[src/rtl/arbiter_n_if.sv]
// arbiter_n_if: request/grant bundle between the requesters and arbiter_n
interface arbiter_n_if #(
    parameter int NREQ = 4,
    parameter int SELW = 4
);
    logic [NREQ-1:0] req;
    logic            finish;
    logic [NREQ-1:0] gnt;
    logic [SELW-1:0] sel;
    logic            busy;
    logic            tmo_err;
    logic [SELW-1:0] tmo_id;
    modport master (output req, finish, input gnt, sel, busy, tmo_err, tmo_id);
    modport slave  (input req, finish, output gnt, sel, busy, tmo_err, tmo_id);
endinterface

[src/rtl/arbiter_n.sv]
// arbiter_n: N-way bus arbiter, round-robin or fixed priority, with optional grant timeout
module arbiter_n #(
    parameter int NREQ    = 4,
    parameter int SELW    = 4,
    parameter int RR_MODE = 1,
    parameter int TMO_CYC = 0
) (
    input logic       clk,
    input logic       rst,
    arbiter_n_if.slave arb_if
);
    typedef enum logic {IDLE, GRANT} state_e;
    localparam logic [SELW-1:0] LAST_RST = SELW'(NREQ - 1);
    localparam logic [15:0]     TMO_LAST = 16'(TMO_CYC - 1);
    state_e          state_q, state_d;
    logic [NREQ-1:0] gnt_q, gnt_d, rot;
    logic [SELW-1:0] sel_q, sel_d, last_q, last_d, tmo_id_q, tmo_id_d, win;
    logic [SELW:0]   start, off;
    logic [15:0]     cnt_q, cnt_d;
    logic            tmo_err_q, tmo_err_d, tmo_hit;
    // Rotate req so the search always begins at bit 0, then map the offset back.
    always_comb begin
        start = RR_MODE != 0 ? (SELW+1)'(({1'b0, last_q} + 1'b1) % NREQ) : '0;
        rot   = (arb_if.req >> start) | (arb_if.req << (NREQ - int'(start)));
        off   = '0;
        for (int k = NREQ - 1; k >= 0; k--)
            if (rot[k]) off = (SELW+1)'(k);
        win = SELW'((start + off) % NREQ);
    end
    assign tmo_hit = TMO_CYC != 0 && cnt_q == TMO_LAST && !arb_if.finish;
    always_comb begin
        state_d   = state_q;
        gnt_d     = gnt_q;
        sel_d     = sel_q;
        last_d    = last_q;
        cnt_d     = cnt_q;
        tmo_err_d = 1'b0;
        tmo_id_d  = tmo_id_q;
        if (state_q == IDLE) begin
            if (|arb_if.req) begin
                state_d = GRANT;
                gnt_d   = NREQ'(1) << win;
                sel_d   = win;
                cnt_d   = '0;
            end
        end else if (arb_if.finish || tmo_hit) begin
            state_d   = IDLE;
            gnt_d     = '0;
            last_d    = sel_q;
            tmo_err_d = tmo_hit;
            tmo_id_d  = tmo_hit ? sel_q : tmo_id_q;
        end else begin
            cnt_d = TMO_CYC != 0 ? cnt_q + 1'b1 : cnt_q;
        end
    end
    always_ff @(posedge clk or posedge rst) begin
        if (rst) begin
            state_q   <= IDLE;
            gnt_q     <= '0;
            sel_q     <= '0;
            last_q    <= LAST_RST;
            cnt_q     <= '0;
            tmo_err_q <= 1'b0;
            tmo_id_q  <= '0;
        end else begin
            state_q   <= state_d;
            gnt_q     <= gnt_d;
            sel_q     <= sel_d;
            last_q    <= last_d;
            cnt_q     <= cnt_d;
            tmo_err_q <= tmo_err_d;
            tmo_id_q  <= tmo_id_d;
        end
    end
    assign arb_if.gnt     = gnt_q;
    assign arb_if.sel     = sel_q;
    assign arb_if.busy    = state_q == GRANT;
    assign arb_if.tmo_err = tmo_err_q;
    assign arb_if.tmo_id  = tmo_id_q;
endmodule

[src/flat_wrapper.sv]
// flat-port wrapper written by rule: the top's interface ports become plain ports
module arbiter_n_flat 
#(
    parameter int NREQ    = 4,
    parameter int SELW    = 4,
    parameter int RR_MODE = 1,
    parameter int TMO_CYC = 0
)
  (clk, rst, arb_if_req, arb_if_finish, arb_if_gnt, arb_if_sel, arb_if_busy, arb_if_tmo_err, arb_if_tmo_id);
  arbiter_n_if #(.NREQ(NREQ), .SELW(SELW)) arb_if_i ();
  input logic clk;
  input logic rst;
  input wire logic [$bits(arb_if_i.req)-1:0] arb_if_req;
  input wire logic [$bits(arb_if_i.finish)-1:0] arb_if_finish;
  output wire logic [$bits(arb_if_i.gnt)-1:0] arb_if_gnt;
  output wire logic [$bits(arb_if_i.sel)-1:0] arb_if_sel;
  output wire logic [$bits(arb_if_i.busy)-1:0] arb_if_busy;
  output wire logic [$bits(arb_if_i.tmo_err)-1:0] arb_if_tmo_err;
  output wire logic [$bits(arb_if_i.tmo_id)-1:0] arb_if_tmo_id;
  assign arb_if_i.req = arb_if_req;
  assign arb_if_i.finish = arb_if_finish;
  assign arb_if_gnt = arb_if_i.gnt;
  assign arb_if_sel = arb_if_i.sel;
  assign arb_if_busy = arb_if_i.busy;
  assign arb_if_tmo_err = arb_if_i.tmo_err;
  assign arb_if_tmo_id = arb_if_i.tmo_id;
  arbiter_n #(.NREQ(NREQ), .SELW(SELW), .RR_MODE(RR_MODE), .TMO_CYC(TMO_CYC)) u_core (.clk(clk), .rst(rst), .arb_if(arb_if_i));
endmodule
[config.mk]
export PLATFORM = sky130hd
export DESIGN_NAME = arbiter_n_flat
export DESIGN_NICKNAME = d
export VERILOG_FILES = /design/src/rtl/arbiter_n_if.sv /design/src/rtl/arbiter_n.sv /design/src/flat_wrapper.sv
export SDC_FILE = /design/constraint.sdc
export NUM_CORES = 1
export LEC_CHECK = 0
export CAP_MARGIN = 5
export CORE_UTILIZATION = 47
export DETAILED_ROUTE_END_ITERATION = 7
export PLACE_DENSITY = 0.8
export RECOVER_POWER = 50
export REMOVE_ABC_BUFFERS = 1
export SETUP_SLACK_MARGIN = 0.2
export SLEW_MARGIN = 25
export SYNTH_ARGS = -nofsm -noshare
export SYNTH_HDL_FRONTEND = slang
export SYNTH_SLANG_ARGS = --single-unit
export TNS_END_PERCENT = 100
[constraint.sdc]
create_clock -name clk -period 4 [get_ports clk]
set_clock_uncertainty 0.05 [all_clocks]
set_input_delay 0.6 -clock clk [delete_from_list [all_inputs] [get_ports clk]]
set_output_delay 0.6 -clock clk [all_outputs]
set_load 0.02 [all_outputs]
### After elaboration in Yosys (flattened, before gate mapping)

Cells that the tools add are included.

* bits in writable memories: 0
* bits in read-only memories: 0
* latch bits: 0
* memories: 0
* logic and storage cells: 28
* bits in registers: 9
* input port bits: 7
* output and inout bits: 14

* magnitude comparators: 0
* $mul: 0
* bitwise gates (word level): 2
* muxes and demuxes: 10
* divide/modulo/power cells: 0
* add/sub/neg operators: 3
* reduce and logical (&&, ||, !) cells: 5
* shift-type cells: 3
* equality and inequality tests: 1

Operators by type and width (number)
* left shift 4 x 32 -> 4 bit: 1
* 2-to-1 mux 4 bit: 3
* 2-to-1 mux 2 bit: 4
* AND reduction 2 bit: 3
* bitwise OR 4 bit: 1
* OR reduction 4 bit: 1
* left shift 1 x 2 -> 4 bit, first input constant: 1
* >> shifter 4 x 2 -> 4 bit: 1
* subtractor 3 x 2 -> 4 bit, first input constant: 1
* 2-to-1 mux 1 bit: 3
* adder 2 x 1 -> 2 bit, second input constant: 1
* adder 2 bit: 1
* != test 2 bit, second input constant: 1
* nonzero test 2 bit: 1
* inverter 1 bit: 1

### Longest topological paths before layout

* depth in word-level cells: 12
* gate-level depth with buffers: 14
* mapped depth without buffers: 12

### Worst setup path after synthesis

No wires, ideal clock.

* path kind: register to register
* from: reg u_core.last_q[0]
* to: reg u_core.gnt_q[3], in the netlist u_core.arb_if.gnt[3]
* setup time: 70 ps
* setup slack: 965 ps
* stages on the path, launching flop included: 14
* buffers on the path: 2
* arrival time: 2916 ps
* period minus slack after synthesis: 3035 ps
* required time: 3880 ps
* path through: dfstp_2 ha_1 buf_6 nand2b_4 a311oi_2 nor2_1 buf_6 a21boi_0 o22ai_1 ha_1 inv_1 or3_1 a2111o_1 nand3_1

* cells in the longest elaborated chain, start to end: 12
* elaborated cells between the ends (all ways): 13
* those cells by class: 3 x add/sub; 3 x shift; 6 x mux; 1 x bitwise

RTL lines
* start: declaration: RTL line arbiter_n.sv:17 `logic [SELW-1:0] sel_q, sel_d, last_q, last_d, tmo_id_q, tmo_id_d, win;`
* start signal: assignment: RTL line arbiter_n.sv:69 `last_q <= last_d;`
* adder 2 x 1 -> 2 bit (*): RTL line arbiter_n.sv:23 `start = RR_MODE != 0 ? (SELW+1)'(({1'b0, last_q} + 1'b1) % NREQ) : '0;`
* subtractor 3 x 2 -> 4 bit: RTL line arbiter_n.sv:24 `rot = (arb_if.req >> start) | (arb_if.req << (NREQ - int'(start)));`
* left shift 4 x 32 -> 4 bit: RTL line arbiter_n.sv:24
* bitwise OR 4 bit: RTL line arbiter_n.sv:24
* 2-to-1 mux 2 bit (4 in a row): RTL line arbiter_n.sv:27 `if (rot[k]) off = (SELW+1)'(k);`
* adder 2 bit (*): RTL line arbiter_n.sv:28 `win = SELW'((start + off) % NREQ);`
* named net u_core.win[0]: RTL line arbiter_n.sv:17
* left shift 1 x 2 -> 4 bit (*): RTL line arbiter_n.sv:42 `gnt_d = NREQ'(1) << win;`
* 2-to-1 mux 4 bit (*): RTL line arbiter_n.sv:40 `if (|arb_if.req) begin`
* 2-to-1 mux 4 bit (*): RTL line arbiter_n.sv:39 `if (state_q == IDLE) begin`
* end signal: assignment: RTL line arbiter_n.sv:67 `gnt_q <= gnt_d;`
* end: declaration: RTL line arbiter_n.sv:16 `logic [NREQ-1:0] gnt_q, gnt_d, rot;`

The timed path passes the listed nets; every way through them passes the cells marked *. The select of a mux whose other input is x is not followed.
A chain may end at the register's enable or synchronous reset.

### Worst setup path in the final report

* from: reg u_core.last_q[0]
* to: reg u_core.gnt_q[2], in the netlist u_core.arb_if.gnt[2]

* cells in the longest elaborated chain, start to end: 12
* elaborated cells between the ends (all ways): 13
* those cells by class: 3 x add/sub; 3 x shift; 6 x mux; 1 x bitwise

RTL lines (RTL line)
* adder 2 x 1 -> 2 bit (*): arbiter_n.sv:23
* subtractor 3 x 2 -> 4 bit: arbiter_n.sv:24
* left shift 4 x 32 -> 4 bit: arbiter_n.sv:24
* bitwise OR 4 bit: arbiter_n.sv:24
* 2-to-1 mux 2 bit (4 in a row): arbiter_n.sv:27
* adder 2 bit (*): arbiter_n.sv:28
* left shift 1 x 2 -> 4 bit (*): arbiter_n.sv:42
* 2-to-1 mux 4 bit (*): arbiter_n.sv:40
* 2-to-1 mux 4 bit (*): arbiter_n.sv:39

Every way passes the cells marked *; elsewhere a longest branch is shown, timed or not. The select of a mux whose other input is x is not followed.

==> qor.yml <==
pwr_density_cell_mw_per_mm2: 984.1
boundaryPins: 21
clk_pin_slew_worst_paths_ns: 0.07
initial_core_util: 0.5209
max_cap_violations: 0
p_leak_nw: 0.4198
grt_pass1_vias: 695
post_cts_buffers: 0
cts.sinks: 9
max_freq_ghz: 0.2848
cpMaxStageDelayCell: "dfstp_2"
slew_viol_final: 0
endpoint_kind: "flip-flop"
cts_buffers: 3
crit_path_frequent_cell: "ha_1"
die_w_um: 43.57
finalSetupTns_ns: 0
core_mm2: 0.001559
grtUsageTotal: 0.1979
synth_common_cells: "nor2_1, nand3_1, nand2_1, buf_4, dfrtp_1"
synth-main-ff-cell: "dfrtp_1"
grt_pass1_wl_um: 2787
die_area_mm2: 0.001898
yosys_warnings: 0
r2r-end: "u_core.arb_if.gnt[2]"
tightestPinTransition_ns: 0.7652
holdPathEnd: "u_core.arb_if.sel[0]"
finalWirelength_um: 1775
holdCritPathClass: "reg2reg"
synth_area_leaders: "dfrtp_1, a2111o_1, buf_4"
diodes: 0
netlist_area_um2: 812.0
synth_top_area_frac: 0.2157
clock_latency_ns: 0.27
utilization: 0.6035
cpPeakStageDelay_ns: 0.65
place_congestion: 0.8479
synth_top_area_cell: "dfrtp_1"
setup_viol: 0
violations: "design-rule violations"
syn_area_per_cell_um2: 8.639
detail-route-antenna-nets: 0
place_area_um2: 914.6
io_buffers: 13
wl_per_cell_um: 14.31
relSlewSlack: 0.4899
synth-seq-area-share: 0.2804
r2r_start: "u_core.last_q[0]"
holdBufCountCts: 0
route.vias.total: 771
layout-drive-gt1-share: 0.1204
cts-resized-gates: 0
synth_edf_count: 0
firstDrtPassIters: 7
async_flop_share: 1.000
yosysMostFrequentCell: "nor2_1"
worstRegToRegCells: 12
status: "finished with violations"
overflow: 0
cts_max_path_buffers: 2
worst-endpoint-required_ns: 4.15
start_kind: "flip-flop"
grt_setup_unrepaired: "false"
ys_ff_latch: 9
hpwl_um: 1296
htree_num_levels: 1
synthDistinctLibCells: 30
fin_crit_sh: 0.8777
num-nets-final: 118
crit_type: "reg2reg"
die-height_um: 43.57
design_area_um2: 940.9
grt_max_degree: 13
min_period_ns: 3.511
detail_route.iter0.violations: 34
antenna_found_initial: 0
synth_cells: 94
arrival_ns: 3.66
vias_per_cell: 6.218
ctsRootBufferMaster: "clkbuf_4"
cp_cell_sequence: "ha_1 -> nand2b_4 -> a311oi_2 -> nor2_1 -> buf_4 -> a21boi_0 -> o22ai_1 -> ha_1 -> xnor2_1 -> nand2_1 -> a2111o_1 -> nand3_1"
hold_start: "u_core.arb_if.sel[0]"
r2r_slack_ns: 0.49
cts_tree: "yes"
hold_viol: 0
path_max_fanout: 12
std_cell_rows: 14
drc: 4
syn_to_final_growth_pct: 15.87
vdd_drop_max_uv: 428.2
whs_path_depth: 2
## state kept, by name, indices dropped and copies added, names as in the netlist
name and flops:
u_core.arb_if.gnt 4, u_core.last_q 2, u_core.arb_if.sel 2, u_core.arb_if.busy 1
## cells by family (layout without fill, tap and decap cells)
family | count (synthesis) | in the layout | synth area share
muxes | 6 | 6 | 0.07704
and+or+nand+nor | 38 | 38 | 0.2373
other | 1 | 7 | 0.004618
AOI/OAI and AO/OA | 21 | 21 | 0.2249
adders and majority gates | 2 | 2 | 0.03081
xor gates and xnor gates | 2 | 2 | 0.02158
DFF | 9 | 9 | 0.2804
buffers and inverters | 15 | 23 | 0.1233
## worst max path at each step
stage	startpoint	slack [ns]	end
finish	u_core.last_q[0]	0.49	u_core.arb_if.gnt[2]
global route	u_core.last_q[0]	0.32	u_core.arb_if.gnt[2]
CTS	u_core.last_q[0]	0.51	u_core.arb_if.gnt[2]
detailed placement	arb_if_req[2]	0.56	u_core.arb_if.gnt[3]
global placement	arb_if_req[2]	0.61	u_core.arb_if.gnt[3]
floorplan	u_core.last_q[0]	0.86	u_core.arb_if.gnt[3]
## layout by cell type (no fill, tap or decap), types with 3 or more instances in the layout
cell type        instances
a2111o_1                 5
a21oi_1                  3
a222oi_1                 4
clkbuf_4                 3
clkdlybuf4s50_1         10
conb_1                   7
dfrtp_1                  7
dlygate4sd3_1            3
inv_1                    4
mux2i_1                  4
nand2_1                  9
nand3_1                 10
nor2_1                  11
## power by group
group          switching (W)  internal [W]
clock network      0.0000357     0.0000387
logic               0.000414      0.000266
registers          0.0000350      0.000136
## layout make-up
class / count / area, µm²
fillers: 144 / 618.1
clock buffers: 4 / 26.28
well taps: 16 / 20.02
repair buffers: 15 / 145.1
multi-input cells: 76 / 506.7
inverters: 4 / 15.01
flip-flops and latches: 9 / 227.7
## critical path: cells and delay by family (launching register included)
family	cells	cell delay [ns]
AND/OR/NAND/NOR	4	0.55
flip-flops	1	0.65
adder cells (fa/ha/maj)	2	0.63
AO/OA/AOI/OAI	4	0.94
buffers and inverters	1	0.18
XOR/XNOR	1	0.43
## metrics by stage
step	total power [W]	worst slack [ns]	std cells	hold WS (ns)
finish	0.0009260	0.4893	124	0.4714
global route	0.0009868	0.3245	124	0.5007
CTS	0.0009170	0.5065	124	0.4728
detailed placement	0.0008385	0.5579	120	0.4635
global placement	0.0008180	0.6093	120	0.4682
floorplan	0.0006550	0.8585	89	0.3765
## per-layer routing
layer | wire length [µm] | track usage
met1 | 775 | 0.2304
met2 | 870 | 0.3522
met3 | 95 | 0.03750
met4 | 34 | 0.08125
met5 | 0 | 0
Power figures use the tool's default switching activity.
